File: src/rtl/wb_i2c_cmd_sequencer.sv
// Turns byte-level I2C host commands into Wishbone register accesses on an
// I2C master core, waits for its interrupt, and reports a decoded status.
module wb_i2c_cmd_sequencer #(
  parameter int unsigned TIMEOUT_CYCLES = 65535,
  parameter int unsigned TO_W           = 16
) (
  input  logic       clk_i,
  input  logic       rst_i,
  input  logic       cmd_valid_i,
  output logic       cmd_ready_o,
  input  logic [2:0] cmd_op_i,
  input  logic [7:0] cmd_data_i,
  output logic       rsp_valid_o,
  input  logic       rsp_ready_i,
  output logic [1:0] rsp_status_o,
  output logic [7:0] rsp_data_o,
  output logic       cyc_o,
  output logic       stb_o,
  output logic       we_o,
  output logic [1:0] adr_o,
  output logic [7:0] dat_o,
  input  logic [7:0] dat_i,
  input  logic       ack_i,
  input  logic       irq_i
);

  typedef enum logic [2:0] {
    S_IDLE, S_WR_CSR, S_WR_DPR, S_WR_CMDR, S_WAIT_IRQ, S_RD_CMDR, S_RD_DPR, S_RESP
  } state_t;

  localparam logic [2:0] OP_ENABLE   = 3'd0;
  localparam logic [2:0] OP_SET_BUS  = 3'd1;
  localparam logic [2:0] OP_START    = 3'd2;
  localparam logic [2:0] OP_STOP     = 3'd3;
  localparam logic [2:0] OP_WRITE    = 3'd4;
  localparam logic [2:0] OP_READ_ACK = 3'd5;
  localparam logic [2:0] OP_READ_NAK = 3'd6;
  localparam logic [2:0] OP_WAIT     = 3'd7;

  localparam logic [1:0] ST_DONE     = 2'd0;
  localparam logic [1:0] ST_NAK      = 2'd1;
  localparam logic [1:0] ST_ARB_LOST = 2'd2;
  localparam logic [1:0] ST_ERROR    = 2'd3;

  localparam logic [TO_W-1:0] TO_LIMIT = TO_W'(TIMEOUT_CYCLES);

  state_t          state_q, state_d;
  logic [2:0]      op_q, op_d;
  logic [7:0]      data_q, data_d;
  logic            cyc_q, cyc_d;
  logic [TO_W-1:0] to_cnt_q, to_cnt_d;
  logic [1:0]      st_q, st_d;
  logic [7:0]      rd_q, rd_d;
  logic [7:0]      cmdr_code;
  logic [1:0]      cmdr_status;
  logic            is_read_op;

  always_comb begin
    cmdr_code = 8'h00;
    case (op_q)
      OP_SET_BUS:  cmdr_code = 8'h06;
      OP_START:    cmdr_code = 8'h04;
      OP_STOP:     cmdr_code = 8'h05;
      OP_WRITE:    cmdr_code = 8'h01;
      OP_READ_ACK: cmdr_code = 8'h02;
      OP_READ_NAK: cmdr_code = 8'h03;
      default:     cmdr_code = 8'h00;
    endcase
  end

  // CMDR status bits, highest severity first; no bit set is treated as an error.
  always_comb begin
    cmdr_status = ST_ERROR;
    if (dat_i[4])      cmdr_status = ST_ERROR;
    else if (dat_i[5]) cmdr_status = ST_ARB_LOST;
    else if (dat_i[6]) cmdr_status = ST_NAK;
    else if (dat_i[7]) cmdr_status = ST_DONE;
  end

  assign is_read_op = (op_q == OP_READ_ACK) || (op_q == OP_READ_NAK);

  always_comb begin
    state_d  = state_q;
    op_d     = op_q;
    data_d   = data_q;
    cyc_d    = cyc_q;
    to_cnt_d = to_cnt_q;
    st_d     = st_q;
    rd_d     = rd_q;
    case (state_q)
      S_IDLE: begin
        if (cmd_valid_i) begin
          op_d   = cmd_op_i;
          data_d = cmd_data_i;
          st_d   = ST_DONE;
          rd_d   = 8'h00;
          cyc_d  = 1'b1;
          case (cmd_op_i)
            OP_ENABLE:                     state_d = S_WR_CSR;
            OP_SET_BUS, OP_WRITE, OP_WAIT: state_d = S_WR_DPR;
            default:                       state_d = S_WR_CMDR;
          endcase
        end
      end
      // A bus state entered straight off an ack spends one idle cycle first,
      // so cyc_o always drops for a cycle between back-to-back accesses.
      S_WR_CSR, S_WR_DPR, S_WR_CMDR, S_RD_CMDR, S_RD_DPR: begin
        if (!cyc_q) begin
          cyc_d = 1'b1;
        end else if (ack_i) begin
          cyc_d = 1'b0;
          case (state_q)
            S_WR_CSR: state_d = S_RESP;
            S_WR_DPR: state_d = S_WR_CMDR;
            S_WR_CMDR: begin
              state_d  = S_WAIT_IRQ;
              to_cnt_d = '0;
            end
            S_RD_CMDR: begin
              st_d    = cmdr_status;
              state_d = (is_read_op && cmdr_status == ST_DONE) ? S_RD_DPR : S_RESP;
            end
            S_RD_DPR: begin
              rd_d    = dat_i;
              state_d = S_RESP;
            end
            default: state_d = S_IDLE;
          endcase
        end
      end
      S_WAIT_IRQ: begin
        if (irq_i) begin
          state_d = S_RD_CMDR;
          cyc_d   = 1'b1;
        end else begin
          to_cnt_d = to_cnt_q + 1'b1;
          if (to_cnt_d == TO_LIMIT) begin
            state_d = S_RESP;
            st_d    = ST_ERROR;
          end
        end
      end
      S_RESP: begin
        if (rsp_ready_i) state_d = S_IDLE;
      end
      default: state_d = S_IDLE;
    endcase
  end

  always_ff @(posedge clk_i) begin
    if (rst_i) begin
      state_q  <= S_IDLE;
      op_q     <= 3'd0;
      data_q   <= 8'h00;
      cyc_q    <= 1'b0;
      to_cnt_q <= '0;
      st_q     <= 2'd0;
      rd_q     <= 8'h00;
    end else begin
      state_q  <= state_d;
      op_q     <= op_d;
      data_q   <= data_d;
      cyc_q    <= cyc_d;
      to_cnt_q <= to_cnt_d;
      st_q     <= st_d;
      rd_q     <= rd_d;
    end
  end

  // Address and data are qualified by cyc so the bus is quiet between accesses.
  always_comb begin
    adr_o = 2'd0;
    we_o  = 1'b0;
    dat_o = 8'h00;
    if (cyc_q) begin
      case (state_q)
        S_WR_CSR:  begin adr_o = 2'd0; we_o = 1'b1; dat_o = 8'hC0;     end
        S_WR_DPR:  begin adr_o = 2'd1; we_o = 1'b1; dat_o = data_q;    end
        S_WR_CMDR: begin adr_o = 2'd2; we_o = 1'b1; dat_o = cmdr_code; end
        S_RD_CMDR: adr_o = 2'd2;
        S_RD_DPR:  adr_o = 2'd1;
        default:   adr_o = 2'd0;
      endcase
    end
  end

  assign cyc_o        = cyc_q;
  assign stb_o        = cyc_q;
  assign cmd_ready_o  = (state_q == S_IDLE);
  assign rsp_valid_o  = (state_q == S_RESP);
  assign rsp_status_o = st_q;
  assign rsp_data_o   = rd_q;

endmodule

File: config.mk
export PLATFORM = sky130hd
export DESIGN_NAME = wb_i2c_cmd_sequencer
export DESIGN_NICKNAME = d
export VERILOG_FILES = /design/src/rtl/wb_i2c_cmd_sequencer.sv
export SDC_FILE = /design/constraint.sdc
export NUM_CORES = 1
export LEC_CHECK = 0
export ABC_AREA = 1
export CAP_MARGIN = 5
export CORE_MARGIN = 2
export CORE_UTILIZATION = 40
export CTS_BUF_LIST = sky130_fd_sc_hd__clkbuf_8
export CTS_CLUSTER_DIAMETER = 120
export DETAILED_ROUTE_END_ITERATION = 6
export PLACE_DENSITY = 0.71
export SLEW_MARGIN = 10
export SYNTH_ARGS = -nofsm -noshare
export SYNTH_HDL_FRONTEND = slang
export SYNTH_SLANG_ARGS = --single-unit
File: constraint.sdc
create_clock -name clk_i -period 5.45 [get_ports clk_i]
set_input_delay 1.09 -clock clk_i [delete_from_list [all_inputs] [get_ports clk_i]]
set_output_delay 1.09 -clock clk_i [all_outputs]
set_load 0.02 [all_outputs]
==> summary.txt, run 1 <==
vias in the first global route -> 2200
Simple-Gate Fraction of Synth Area -> 38.3%
Warnings, synthesis -> 0
post-synth top area cell -> dfxtp_1
post-route ant nets -> 0
Clock Tree Buf Depth -> 2
Crit path required time -> 4360 ps
die footprint -> 0.00665 mm^2
Final min period -> 3330 ps
Startpoint Class -> flop
initial antenna violation count -> 0
met2 wire length -> 2890 um
met3 wire length -> 259 um
RSZ-0062 raised after global routing -> no
Synth Area in XOR/XNOR -> 1.82%
final hold violation count -> 0
filler instances -> 575
Pwr Total -> 1.13 mW
reg2reg start -> state_q[1]
Worst path most repeated cell -> inv_1
WL final -> 6120 um
number of synthesized flops with an enable pin -> 0
Setup Crit Path Kind -> flop to output port
synthesized area per cell -> 6.56 um^2
crit path max fanout -> 6
CP Data Arrival Time -> 2240 ps
hold path depth -> 2
clock buffer count from CTS -> 5
HP Class -> flop to flop
slew margin rel. -> 68.9%
layout cells sized above 1 -> 7.97%
detailed router's first-iteration violation count -> 167
routed len/inst -> 12.5 um
CP Capture Type -> output port
internal power -> 0.649 mW
core area -> 0.00585 mm^2
Synth Flop Type -> dfxtp_1
CTS tree -> yes
hold_ws -> 459 ps
Syn Nets -> 394
Peak supply drop -> 0.229 mV
final instance area -> 0.00302 mm^2
clk_lat worst skew -> 300 ps
cts repair resizes -> 0
setup_tns -> 0 ps
dominant cells by area after synthesis -> dfxtp_1, nand2_1, a21oi_1
Die Y -> 81.6 um
Finished Core Util -> 51.7%
Worst-path clk slew -> 80 ps
pre-CTS WS -> 2480 ps
IO buf count -> 49
maxcap violations -> 0
measured slew at the worst slew-check pin -> 465 ps
R2R Setup Slk -> 3420 ps
Final Cycle Share -> 61.1%
n_diodes -> 0
Post-Synth Adder-Cell Area -> 1.04%
fmax -> 0.300 GHz
largest family of logic cells by synthesized area -> simple AND/OR/NAND/NOR gates
routed metal-1 wire length -> 2910 um
placed cells -> 481
Worst Setup SP -> state_q[1]
Max Slew Vio Count -> 0
post-synthesis cell area -> 0.00241 mm^2
post-CTS setup buffer count -> 0
pwr/cell area -> 375 mW/mm^2
worst hold path endpoint -> data_q[3]
leakage -> 1.07 nW
Layout area overhead -> 25.6%
Post-DP Area -> 0.00294 mm^2
sw frac -> 42.7%
Slowest-stage cell, CP -> clkdlybuf4s50_1
Max Used Layer -> met4
All-Layer GR Usage -> 19.8%
Yosys top cell area share -> 34.1%
synthesized instance count -> 367
Finished Layout Cells -> 489
final worst slack -> 2120 ps
row count -> 28
via/cell ratio -> 4.97
clock power share -> 17.5%
Sw Pwr -> 0.484 mW
RD Place Congestion -> 0.965
clk sinks -> 41
CTS Root Cell -> clkbuf_8
CTS H-tree depth -> 2
DRC errors left -> 0
status -> finished clean
chip width -> 81.6 um
Async S/R FF share, synth -> 0%
flops & latches, synth -> 41
CP peak stage delay -> 640 ps
Worst Hold Launch -> data_q[3]
Seq/Total Area, Yosys -> 34.1%
combinational cell fraction of total power -> 47.4%
pin count of the biggest net entering global routing -> 32
Synth Area in Compound Gates -> 15.4%
R2R depth -> 8
hold_buf cts -> 0
Final Skew -> 6.68 ps
first-pass GRT wire length -> 10300 um
worst-path cell chain -> inv_1 > nor2_1 > inv_1 > nor2_1 > inv_1 > nor3_1 > clkdlybuf4s50_1
starting density of the core -> 41.1%
post-DP HPWL -> 4590 um
gr ovfl total -> 0
Detailed Routing Iterations Pass 1 -> 5
count leader, synth -> nand2_1
Cell variety after synth -> 37
Final setup viols -> 0
total number of vias -> 2429
sequential share of power -> 35.1%
top cells by count, synth -> nand2_1, a21oi_1, dfxtp_1
multiplexer area fraction after synthesis -> 0%
reg-to-reg critical path endpoint -> to_cnt_q[14]
Top Ports -> 50
layout net count -> 440
[worst max-delay path, delay by kind of cell, from the launching register on]
kind	cells	cell delay [ps]
buf+inv	4	960
flops	1	390
simple gates	3	600
[registers in the layout (all words and copies together) (netlist names)]
| signal | flops |
|---|---|
| cyc_o | 1 |
| data_q | 8 |
| op_q | 3 |
| rsp_data_o | 8 |
| rsp_status_o | 2 |
| state_q | 3 |
| to_cnt_q | 16 |
[cell type report]
| cell class | instances | area, um^2 | share of cell area (%) |
|---|---|---|---|
| clock buffer | 5 | 68.8 | 2.28 |
| inverter | 43 | 161 | 5.34 |
| multi-input combinational | 272 | 1360 | 45.1 |
| tap | 75 | 93.8 | 3.10 |
| clock inverter | 3 | 17.5 | 0.579 |
| timing repair buffer | 50 | 498 | 16.5 |
| sequential | 41 | 821 | 27.2 |
[per-layer routing]
layer  global-route usage, %  up-vias
met5                       0        -
met3                    3.85        5
met2                    32.6       51
met1                    26.1     1094
li1                        -     1279
met4                    6.33        0
[layout by cell type, fill, tap and decap left out, types with 3 or more instances in the layout]
cell,netlist,layout
a21oi_1,43,43
clkbuf_8,0,5
clkdlybuf4s50_1,0,49
clkinv_1,3,3
dfxtp_1,41,41
inv_1,38,38
nand2_1,94,94
nand2_2,6,6
nand3_1,23,23
nand3b_1,8,8
nand4_1,6,6
nor2_1,37,37
nor2_2,4,4
nor2_4,4,4
nor3_1,6,6
o21ai_0,15,15
or2_2,3,3
xnor2_1,4,4
[power by group through the flow]
| stage | sequential, mW | clock, mW | combinational (mW) |
|---|---|---|---|
| after floorplan | 0.417 | 0 | 0.357 |
| final | 0.397 | 0.198 | 0.537 |
| after global placement | 0.401 | 0 | 0.531 |
| after detailed placement | 0.403 | 0 | 0.533 |
| after CTS | 0.396 | 0.205 | 0.536 |
| after global routing | 0.406 | 0.216 | 0.599 |
[how the worst max path moves through the flow]
stage               end  slack, ps  cells after the start
6_report       dat_o[3]       2120                      7
5_1_grt        dat_o[3]       1890                      7
4_1_cts        dat_o[3]       2120                      7
3_5_place_dp   dat_o[3]       2480                      7
3_3_place_gp   dat_o[5]       2520                      7
2_1_floorplan  dat_o[3]       2990                      6
[cell families (layout without fill, tap and decap cells)]
group,Yosys count,count (layout)
flops,41,41
buf+inv,54,101
compound gates,67,67
simple gates,198,198
fa+ha+maj,2,2
xor+xnor,5,5
Note: power is estimated with default switching activity, not from simulation.
==> run 2: changes to the inputs <==
clock period = 3.3 ns   (was 5.45 ns; I/O delays follow)
==> summary.txt, run 2 (same netlist as run 1, synthesis figures left out) <==
final instance area -> 0.00305 mm^2 (+0.99%)
CP Capture Type -> output port
CP Data Arrival Time -> 2190 ps (-50 ps)
Clock Tree Buf Depth -> 2 (unchanged)
All-Layer GR Usage -> 19.3% (-0.47 points)
CTS tree -> yes
maxcap violations -> 0 (unchanged)
core area -> 0.00585 mm^2 (unchanged)
vias in the first global route -> 2306 (+4.8%)
Post-DP Area -> 0.00294 mm^2 (unchanged)
filler instances -> 576 (+0.17%)
CTS H-tree depth -> 2 (unchanged)
Final Cycle Share -> 86.5%
post-route ant nets -> 0 (unchanged)
layout cells sized above 1 -> 7.73% (-0.24 points)
worst-path cell chain -> inv_1 > nor2_1 > inv_1 > nor2_1 > inv_1 > nor3_1 > clkdlybuf4s50_1
row count -> 28 (unchanged)
measured slew at the worst slew-check pin -> 495 ps (+30.2 ps)
layout net count -> 440 (unchanged)
clk_lat worst skew -> 300 ps (about the same)
chip width -> 81.6 um (unchanged)
IO buf count -> 49 (unchanged)
clk sinks -> 41 (unchanged)
first-pass GRT wire length -> 10100 um (-2.3%)
Final setup viols -> 0 (unchanged)
total number of vias -> 2475 (+1.9%)
die footprint -> 0.00665 mm^2 (unchanged)
crit path max fanout -> 6 (unchanged)
crit path buf inv count -> 4 (unchanged)
Setup Crit Path Kind -> flop to output port
Startpoint Class -> flop
hold_buf cts -> 0 (unchanged)
Die Y -> 81.6 um (unchanged)
RD Place Congestion -> 0.949 (-1.7%)
detailed router's first-iteration violation count -> 91 (-46%)
Final min period -> 2850 ps
cts repair resizes -> 0 (unchanged)
final hold violation count -> 0 (unchanged)
DRC errors left -> 0 (unchanged)
commonest non-fill, non-tap cell in the layout -> nand2_1
CP peak stage delay -> 630 ps (about the same)
WL final -> 6130 um (+0.13%)
Layout area overhead -> 26.8%
Peak supply drop -> 0.351 mV (+54%)
Detailed Routing Iterations Pass 1 -> 5 (unchanged)
gr ovfl total -> 0 (unchanged)
status -> finished clean
crit-path leading delay family -> buffers and inverters
pwr/cell area -> 643 mW/mm^2 (+72%)
fmax -> 0.350 GHz
Worst path most repeated cell -> inv_1
Max Slew Vio Count -> 0 (unchanged)
initial antenna violation count -> 0 (unchanged)
Crit path required time -> 2640 ps (-1720 ps)
CTS Root Cell -> clkbuf_8
max FFs per register -> 16 (unchanged)
slew margin rel. -> 66.9% (-2.0 points)
setup_tns -> 0 ps (unchanged)
post-DP HPWL -> 4520 um (-1.6%)
routed len/inst -> 12.5 um (+0.13%)
commonest non-fill, non-tap cells in the layout -> nand2_1, clkdlybuf4s50_1, a21oi_1, dfxtp_1, inv_1
clock buffer count from CTS -> 5 (unchanged)
n_diodes -> 0 (unchanged)
Final Skew -> 6.66 ps (-0.0183 ps)
HP Class -> flop to flop
Top Ports -> 50 (unchanged)
starting density of the core -> 41.1% (unchanged)
pin count of the biggest net entering global routing -> 25 (-22%)
leakage -> 1.09 nW (+1.7%)
RSZ-0062 raised after global routing -> no
Top reg by flops -> to_cnt_q
post-CTS setup buffer count -> 0 (unchanged)
Worst-path clk slew -> 80 ps (about the same)
Slowest-stage cell, CP -> clkdlybuf4s50_1
via/cell ratio -> 5.06 (+1.9%)
## run 2: changes by cell type in the layout (fill, tap and decap cells not counted)
cell,before,now
bufinv_16,0,1
clkinv_2,2,0
clkbuf_8,5,6
inv_1,38,39
clkinvlp_4,1,0
## run 2: stage by stage
| step | setup slack (ps) | power [mW] | utilization [%] | hold slack [ps] | cells |
|---|---|---|---|---|---|
| final | 445 | 1.96 | 52.2 | 460 | 489 |
| after global routing | 221 | 2.10 | 52.2 | 483 | 489 |
| after CTS | 440 | 1.98 | 52.2 | 465 | 489 |
| after detailed placement | 789 | 1.55 | 50.2 | 453 | 481 |
| after global placement | 824 | 1.54 | 50.2 | 450 | 481 |
| after floorplan | 1270 | 1.28 | - | 430 | 367 |
## run 2: final cells by class
type | count | area [um^2] | area share [%]
Multi-Input combinational cell | 272 | 1360 | 44.6
Timing Repair Buffer | 50 | 498 | 16.3
Clock buffer | 6 | 82.6 | 2.70
Tap cell | 75 | 93.8 | 3.07
Inverter | 43 | 161 | 5.29
Clock inverter | 2 | 33.8 | 1.11
Sequential cell | 41 | 821 | 26.9
## run 2: path summary, 6_finish.rpt
kind,slack [ps],endpoint,depth (start not counted),start
max,450,dat_o[3],7,state_q[1]
min,460,data_q[5],2,data_q[5]
max reg2reg,1270,state_q[0],13,to_cnt_q[1]
min reg2reg,460,data_q[5],2,data_q[5]
## run 2: worst reg2reg max path: stages, from the launching register on
cell and delay [ps]:
dfxtp_1 430, ha_1 290, nand3_2 180, xnor2_1 250
nand2_1 90, nor2_1 110, nand2_1 80, nor2_2 110
nand2_2 90, nand2_4 80, nand2_4 60, nand2_2 60
nand2_1 40, nor2_1 90
## run 2: power breakdown
group | leakage, nW | internal (mW) | switching, mW
Clock | 0.0626 | 0.244 | 0.178
Combinational | 0.690 | 0.337 | 0.550
Sequential | 0.334 | 0.588 | 0.0671
## run 2: routing by layer
layer,vias up,routed length (um),track usage [%]
met5,-,0,0
met4,0,96,7.17
met3,11,257,4.18
met2,64,2880,32.0
met1,1121,2890,24.6
li1,1279,-,-
==> run 3: changes to the inputs <==
CORE_MARGIN = not set   (was 2)
DONT_BUFFER_PORTS = 1   (was not set)
PLACE_DENSITY = 0.6   (was 0.71)
==> summary.txt, run 3 (same netlist as run 1, synthesis figures left out) <==
Top reg by flops -> to_cnt_q
Layout area overhead -> 5.93%
CP Capture Type -> output port
status -> finished clean
slew margin rel. -> 57.9% (-9.0 points)
Detailed Routing Iterations Pass 1 -> 4 (-1)
pwr/cell area -> 696 mW/mm^2 (+8.2%)
post-CTS setup buffer count -> 0 (unchanged)
R2R Setup Slk -> 1190 ps (-80 ps)
cts repair resizes -> 0 (unchanged)
starting density of the core -> 42.7% (+1.5 points)
core area -> 0.00564 mm^2 (-3.6%)
Final min period -> 2580 ps (-278 ps)
commonest non-fill, non-tap cell in the layout -> nand2_1
hold_ws -> 421 ps (-38.7 ps)
post-route ant nets -> 0 (unchanged)
DRC errors left -> 0 (unchanged)
HP Class -> primary input to flop
detailed router's first-iteration violation count -> 85 (-6.6%)
Worst path most repeated cell -> inv_1
measured slew at the worst slew-check pin -> 627 ps (+132 ps)
hold path depth -> 1 (-1)
reg2reg start -> state_q[2]
RSZ-0062 raised after global routing -> no
CP peak stage delay -> 510 ps (-120 ps)
fmax -> 0.388 GHz (+11%)
Worst-path clk slew -> 90 ps (about the same)
Startpoint Class -> flop
Die Y -> 79.6 um (-2.5%)
crit path to -> dat_o[3]
chip width -> 79.6 um (-2.5%)
R2R depth -> 6 (-7)
post-DP HPWL -> 4180 um (-7.6%)
Clock Tree Buf Depth -> 2 (unchanged)
Crit path required time -> 2640 ps (about the same)
Final Skew -> 8.31 ps (+1.66 ps)
All-Layer GR Usage -> 19.3% (-0.066 points)
CTS Root Cell -> clkbuf_8
commonest non-fill, non-tap cells in the layout -> nand2_1, a21oi_1, dfxtp_1, inv_1, nor2_1
hold_buf cts -> 0 (unchanged)
layout net count -> 390 (-11%)
placed cells -> 428 (-11%)
clk sinks -> 41 (unchanged)
Worst Setup SP -> state_q[1]
total number of vias -> 2243 (-9.4%)
layout cells sized above 1 -> 8.79% (+1.1 points)
Peak supply drop -> 0.431 mV (+23%)
row count -> 27 (-3.6%)
WL final -> 5660 um (-7.7%)
clock buffer count from CTS -> 5 (unchanged)
maxcap violations -> 0 (unchanged)
CP Data Arrival Time -> 1920 ps (-270 ps)
max FFs per register -> 16 (unchanged)
vias in the first global route -> 2221 (-3.7%)
final worst slack -> 723 ps (+278 ps)
pin count of the biggest net entering global routing -> 32 (+28%)
reg-to-reg critical path endpoint -> op_q[1]
CTS tree -> yes
RD Place Congestion -> 0.895 (-5.7%)
CTS H-tree depth -> 2 (unchanged)
pre-CTS WS -> 1050 ps (+262 ps)
crit path max fanout -> 6 (unchanged)
clk_lat worst skew -> 290 ps (about the same)
Final Cycle Share -> 78.1% (-8.4 points)
setup_tns -> 0 ps (unchanged)
Final setup viols -> 0 (unchanged)
initial antenna violation count -> 0 (unchanged)
first-pass GRT wire length -> 9630 um (-4.3%)
final hold violation count -> 0 (unchanged)
die footprint -> 0.00633 mm^2 (-4.8%)
Top Ports -> 50 (unchanged)
gr ovfl total -> 0 (unchanged)
Finished Layout Cells -> 436 (-11%)
leakage -> 0.893 nW (-18%)
routed len/inst -> 13.0 um (+3.5%)
Setup Crit Path Kind -> flop to output port
IO buf count -> 0 (-100%)
via/cell ratio -> 5.14 (+1.6%)
Max Slew Vio Count -> 0 (unchanged)
Slowest-stage cell, CP -> nor3_1
n_diodes -> 0 (unchanged)
worst-path cell chain -> inv_1 > nor2_1 > inv_1 > nor2_1 > inv_1 > nor3_1
[run 3: critical path: cells and delay by family (launching register included)]
family | cells | cell delay [ps]
buf+inv | 3 | 300
flops | 1 | 380
simple gates | 3 | 960
[run 3: layout make-up]
type,instances,area [um^2]
fillers,602,3090
inverters,43,161
flip-flops and latches,41,821
clock inverters,3,46.3
multi-input cells,272,1360
well taps,72,90.1
clock buffers,5,68.8
[run 3: worst min-delay path by stage]
| stage | from | slack (ps) | to |
|---|---|---|---|
| 6_report | rst_i | 420 | data_q[7] |
| 4_1_cts | rst_i | 410 | data_q[7] |
| 5_1_grt | rst_i | 410 | data_q[7] |
| 2_1_floorplan | data_q[3] | 430 | data_q[3] |
| 3_3_place_gp | data_q[4] | 440 | data_q[4] |
| 3_5_place_dp | data_q[6] | 450 | data_q[6] |
[run 3: layer usage]
| metal | up-vias | wire (um) | GRT usage, % |
|---|---|---|---|
| met5 | - | 0 | 0 |
| met4 | 0 | 74 | 7.64 |
| met3 | 6 | 330 | 5.14 |
| met2 | 57 | 2680 | 32.6 |
| met1 | 1002 | 2570 | 23.0 |
| li1 | 1178 | - | - |
[run 3: report_power, final]
part | switching [mW] | internal, mW | leakage (nW) | total [mW]
registers | 0.121 | 0.588 | 0.334 | 0.709
clock network | 0.189 | 0.227 | 0.0543 | 0.416
logic | 0.451 | 0.200 | 0.504 | 0.651
total | 0.761 | 1.01 | 0.893 | 1.78
[run 3: stage by stage]
step                util (%)  total power [mW]  instance area (um^2)
finish                  45.2              1.78                  2550
global route            45.2              1.91                  2550
CTS                     45.2              1.80                  2550
detailed placement      43.2              1.37                  2430
global placement        43.2              1.37                  2430
floorplan                  -              1.28                  2410
